File: src/rtl/cim_cmd_seq.sv
// Command sequencer in front of the CIM array controller: buffers host commands,
// holds each op for its cycle count and expands bank bursts with NOP turnarounds.
module cim_cmd_seq #(
    parameter int FIFO_DEPTH = 4,
    parameter int MAC_CYCLES = 4,
    parameter int RD_CYCLES  = 2,
    parameter int WR_CYCLES  = 3
) (
    input  logic       clk,
    input  logic       rst_n,
    input  logic       cmd_valid,
    output logic       cmd_ready,
    input  logic [1:0] cmd_op,
    input  logic [3:0] cmd_bank,
    input  logic [7:0] cmd_word,
    input  logic [3:0] cmd_burst,
    output logic [1:0] op_code,
    output logic [3:0] bank_sel,
    output logic [7:0] word,
    output logic       busy,
    output logic       done,
    output logic       err
);
    localparam int PW = $clog2(FIFO_DEPTH);
    localparam int CW = PW + 1;
    localparam logic [1:0] OP_NOP = 2'b11;

    typedef struct packed {
        logic [1:0] op;
        logic [3:0] bank;
        logic [7:0] word;
        logic [3:0] burst;
    } cmd_t;

    typedef enum logic [1:0] {IDLE, ISSUE, GAP} state_t;

    cmd_t          mem [FIFO_DEPTH];
    logic [PW-1:0] wr_ptr, rd_ptr;
    logic [CW-1:0] count;
    logic          full, empty, push, pop;
    cmd_t          head;

    state_t     state, state_d;
    logic [1:0] op_code_d, op_sv, op_sv_d;
    logic [3:0] bank_sel_d, burst_left, burst_left_d;
    logic [7:0] word_d, cnt, cnt_d;
    logic       done_d, err_d;

    function automatic logic [7:0] cyc_m1(input logic [1:0] op);
        case (op)
            2'b00:   cyc_m1 = 8'(MAC_CYCLES - 1);
            2'b01:   cyc_m1 = 8'(RD_CYCLES - 1);
            2'b10:   cyc_m1 = 8'(WR_CYCLES - 1);
            default: cyc_m1 = 8'd0;
        endcase
    endfunction

    // A full FIFO refuses pushes even when the FSM pops in the same cycle.
    assign full      = (count == CW'(FIFO_DEPTH));
    assign empty     = (count == '0);
    assign cmd_ready = ~full;
    assign push      = cmd_valid & ~full;
    assign pop       = (state == IDLE) & ~empty;
    assign head      = mem[rd_ptr];
    assign busy      = (state != IDLE);

    always_ff @(posedge clk) begin
        if (push) mem[wr_ptr] <= '{op: cmd_op, bank: cmd_bank, word: cmd_word, burst: cmd_burst};
    end

    always_ff @(posedge clk or negedge rst_n) begin
        if (!rst_n) begin
            wr_ptr <= '0;
            rd_ptr <= '0;
            count  <= '0;
        end else begin
            if (push) wr_ptr <= wr_ptr + PW'(1);
            if (pop)  rd_ptr <= rd_ptr + PW'(1);
            case ({push, pop})
                2'b10:   count <= count + CW'(1);
                2'b01:   count <= count - CW'(1);
                default: count <= count;
            endcase
        end
    end

    always_comb begin
        state_d      = state;
        op_code_d    = op_code;
        bank_sel_d   = bank_sel;
        word_d       = word;
        op_sv_d      = op_sv;
        cnt_d        = cnt;
        burst_left_d = burst_left;
        done_d       = 1'b0;
        err_d        = 1'b0;
        case (state)
            IDLE: begin
                if (!empty) begin
                    if (head.op == OP_NOP) begin
                        err_d = 1'b1;
                    end else begin
                        op_code_d    = head.op;
                        op_sv_d      = head.op;
                        bank_sel_d   = head.bank;
                        word_d       = head.word;
                        burst_left_d = head.burst;
                        cnt_d        = cyc_m1(head.op);
                        state_d      = ISSUE;
                    end
                end
            end
            ISSUE: begin
                if (cnt != 8'd0) begin
                    cnt_d = cnt - 8'd1;
                end else if (burst_left != 4'd0) begin
                    op_code_d    = OP_NOP;
                    bank_sel_d   = bank_sel + 4'd1;
                    burst_left_d = burst_left - 4'd1;
                    state_d      = GAP;
                end else begin
                    op_code_d = OP_NOP;
                    done_d    = 1'b1;
                    state_d   = IDLE;
                end
            end
            GAP: begin
                op_code_d = op_sv;
                cnt_d     = cyc_m1(op_sv);
                state_d   = ISSUE;
            end
            default: begin
                op_code_d = OP_NOP;
                state_d   = IDLE;
            end
        endcase
    end

    always_ff @(posedge clk or negedge rst_n) begin
        if (!rst_n) begin
            state      <= IDLE;
            op_code    <= OP_NOP;
            op_sv      <= OP_NOP;
            bank_sel   <= '0;
            word       <= '0;
            cnt        <= '0;
            burst_left <= '0;
            done       <= 1'b0;
            err        <= 1'b0;
        end else begin
            state      <= state_d;
            op_code    <= op_code_d;
            op_sv      <= op_sv_d;
            bank_sel   <= bank_sel_d;
            word       <= word_d;
            cnt        <= cnt_d;
            burst_left <= burst_left_d;
            done       <= done_d;
            err        <= err_d;
        end
    end
endmodule

File: config.mk
export PLATFORM = sky130hd
export DESIGN_NAME = cim_cmd_seq
export DESIGN_NICKNAME = d
export VERILOG_FILES = /design/src/rtl/cim_cmd_seq.sv
export SDC_FILE = /design/constraint.sdc
export NUM_CORES = 1
export LEC_CHECK = 0
export ABC_AREA = 1
export CORE_ASPECT_RATIO = 1.5
export CORE_UTILIZATION = 58
export CTS_CLUSTER_DIAMETER = 100
export DETAILED_ROUTE_END_ITERATION = 8
export PLACE_DENSITY = 0.79
export SYNTH_ARGS = -nofsm -noshare
export SYNTH_HDL_FRONTEND = slang
export SYNTH_SLANG_ARGS = --single-unit
File: constraint.sdc
create_clock -name clk -period 2.7 [get_ports clk]
set_input_delay 0.405 -clock clk [delete_from_list [all_inputs] [get_ports clk]]
set_output_delay 0.405 -clock clk [all_outputs]
set_load 0.02 [all_outputs]
==> impl_metrics.tcl <==
set metrics [dict create \
    status "completed" \
    p_per_area_nw_per_um2 1250 \
    endpoint_kind "output port" \
    cts.htree.levels 3 \
    numCtsBuffers 9 \
    power_leakage_nw 2.53 \
    fmax_mhz 432 \
    grt_max_degree 40 \
    track_usage 0.230 \
    tns_ns 0 \
    async_reset_ff_frac 0.351 \
    ys_seq_elements 111 \
    io_pins 39 \
    synth_edf_count 72 \
    total_power_mw 7.26 \
    path_cells "inv_1 -> ha_1 -> inv_1 -> clkdlybuf4s50_1" \
    drv_slew 0 \
    stdcell_area_um2 5810 \
    vias 3525 \
    slowest_stage "clkdlybuf4s50_1" \
    rsz0062_at_grt "false" \
    cp.required_ns 2.30 \
    met1_length_um 3790 \
    slew_headroom 0.427 \
    critPathMaxStageDelay_ns 0.56 \
    rows 41 \
    met3_length_um 328 \
    critPathTopFamily "buffers and inverters" \
    core_um2 8410 \
    worst_pin_slew_ns 0.859 \
    cts_setup_buffers 0 \
    syn-cell-area_um2 5040 \
    wl_um 9440 \
    clock_sinks 111 \
    grt_pass1_vias 3487 \
    drv_cap 0 \
    cp_data_arrival_time_ns 1.91 \
    final-hold-violation-count 0 \
    yosysTopAreaCellShare 0.429 \
    dpl_cell_area_um2 5500 \
    path_class "flop to output port" \
    start_util 0.599 \
    clock-skew-final_ns 0.00687 \
    place_congestion 0.840 \
    seq_area_frac_synth 0.624 \
    top_layer "met4" \
    die_h_um 116 \
    cts_tree "done" \
    syn_area_per_cell_um2 9.98 \
    crit_path_frequent_cell "inv_1" \
    synthFlopType "edfxtp_1" \
    synth_area_leaders "edfxtp_1 (43%), dfrtp_1 (17%), nand2_1 (10%)" \
    placement.io_buffers 38 \
    holdWs_ns 0.172 \
    hpwl_um 6210 \
    synthesis.nets 540 \
    n_antenna_cell 0 \
    cts-resized-gates 0 \
    dp_cells 639 \
    final_layout_size_suffix_gt1_frac 0.0730 \
    hold_class "primary input to async pin" \
    synth_top_cell_by_area "edfxtp_1" \
    root_buffer "clkbuf_16" \
    instances_no_fill 655 \
    drtIter0Drc 238 \
    ctsHoldBuffers 0 \
    die-area_um2 9070 \
    ir_drop_mv 0.663 \
    drc_errors 0 \
    clock_path_buffers 2 \
    routed_via_density 5.38 \
    nets 578 \
    grt_pass1_wl_um 15700 \
    min_period_over_period 0.858 \
    grt_antenna_before_repair 0 \
    chipWidth_um 78.1 \
    area_delta_synth_final_pct 15.2 \
    overflow 0 \
    fin_crit_ns 2.32 \
    yosys_warnings 0 \
    synthDistinctLibCells 30 \
    drtPass1Iterations 5 \
    cp-start-kind "flop" \
    ant_nets 0 \
    worst_skew_pair.late_latency_ns 0.35 \
    wl_met2_um 5140 \
    crit_buf_inv 3 \
    critPathMaxFanout 8 \
    routedWlPerCell_um 14.4 \
    syn_inst 505 \
    finalSetupViolations 0 \
    path_clk_slew_ns 0.07 \
]
-- cells in the final DEF, fill, tap and decap left out, drive strengths merged --
cell type / n
clkbuf: 10
clkinvlp: 1
a21oi: 7
inv: 62
nor2: 37
clkinv: 2
fa: 1
buf: 8
xor2: 3
edfxtp: 72
nand3: 44
o21ai: 42
clkdlybuf4s50: 37
dfrtp: 35
bufinv: 1
xnor2: 2
nand2: 141
nor3: 6
dfstp: 4
or2: 1
o22ai: 9
ha: 13
nand4: 10
-- logic make-up (layout without fill, tap and decap cells) --
| kind of cell | Yosys count | in the layout | share of synthesized area |
|---|---|---|---|
| compound gates | 58 | 58 | 0.0643 |
| xor+xnor | 5 | 5 | 0.00869 |
| buf+inv | 78 | 121 | 0.0641 |
| simple gates | 239 | 239 | 0.203 |
| fa+ha+maj | 14 | 14 | 0.0362 |
| flops | 111 | 111 | 0.624 |
-- per-stage QoR --
step | util | worst slack (ns)
floorplan | - | 0.623
global placement | 0.654 | 0.569
detailed placement | 0.654 | 0.497
CTS | 0.690 | 0.361
global route | 0.690 | 0.287
finish | 0.690 | 0.385
-- synth_stat cells (4+ instances only) --
| library cell | instances |
|---|---|
| nand2_1 | 136 |
| o21ai_0 | 38 |
| dfstp_2 | 4 |
| edfxtp_1 | 72 |
| a21oi_1 | 7 |
| o22ai_1 | 9 |
| buf_2 | 7 |
| nor2_1 | 36 |
| nor3_1 | 6 |
| clkbuf_1 | 4 |
| buf_4 | 5 |
| ha_1 | 13 |
| nand3_1 | 43 |
| dfrtp_1 | 35 |
| inv_1 | 57 |
| nand4_1 | 9 |
-- sequential cells by signal (all words and copies together) (netlist names), 3 cells and up --
name / flops
burst_left: 4
bank_sel: 4
cnt: 8
mem: 72
word: 8
count: 3
-- worst register-to-register path, cell delays in order, from the launching register on --
cell	delay, ns
dfrtp_1	0.42
inv_1	0.10
ha_1	0.36
nand2_1	0.15
inv_1	0.10
ha_1	0.13
inv_1	0.07
fa_1	0.38
a21oi_1	0.14
o21ai_0	0.11
xnor2_1	0.14
-- final timing paths --
path	from	end	slack [ns]	depth (start not counted)
setup / recovery	state[1]	busy	0.38	4
hold / removal	rst_n	count[1]	0.17	1
setup reg to reg	state[1]	count[2]	0.49	10
hold reg to reg	op_code[0]	op_code[0]	0.46	2
max in group asynchronous	rst_n	word[0]	2.00	1
min in group clk	op_code[0]	op_code[0]	0.46	2
-- power breakdown --
part           switching [mW]  leakage [nW]  internal, mW  total [mW]
Sequential              0.272          1.14          2.36        2.64
Combinational            2.16          1.24          1.13        3.29
Clock                   0.603         0.146         0.735        1.34
Total                    3.03          2.53          4.23        7.26
-- area by class of cell --
class,count,area [um2]
sequential,111,3140
fill,623,2610
multi-input combinational,316,1570
timing repair buffer,45,428
clock buffer,10,229
inverter,60,225
tap,107,134
clock inverter,6,75.1
-- routing by layer --
| layer | track usage | vias up |
|---|---|---|
| met4 | 0.122 | 0 |
| met5 | 0 | - |
| met3 | 0.0391 | 13 |
| met2 | 0.407 | 77 |
| li1 | - | 1753 |
| met1 | 0.269 | 1682 |
Power figures use the tool's default switching activity.
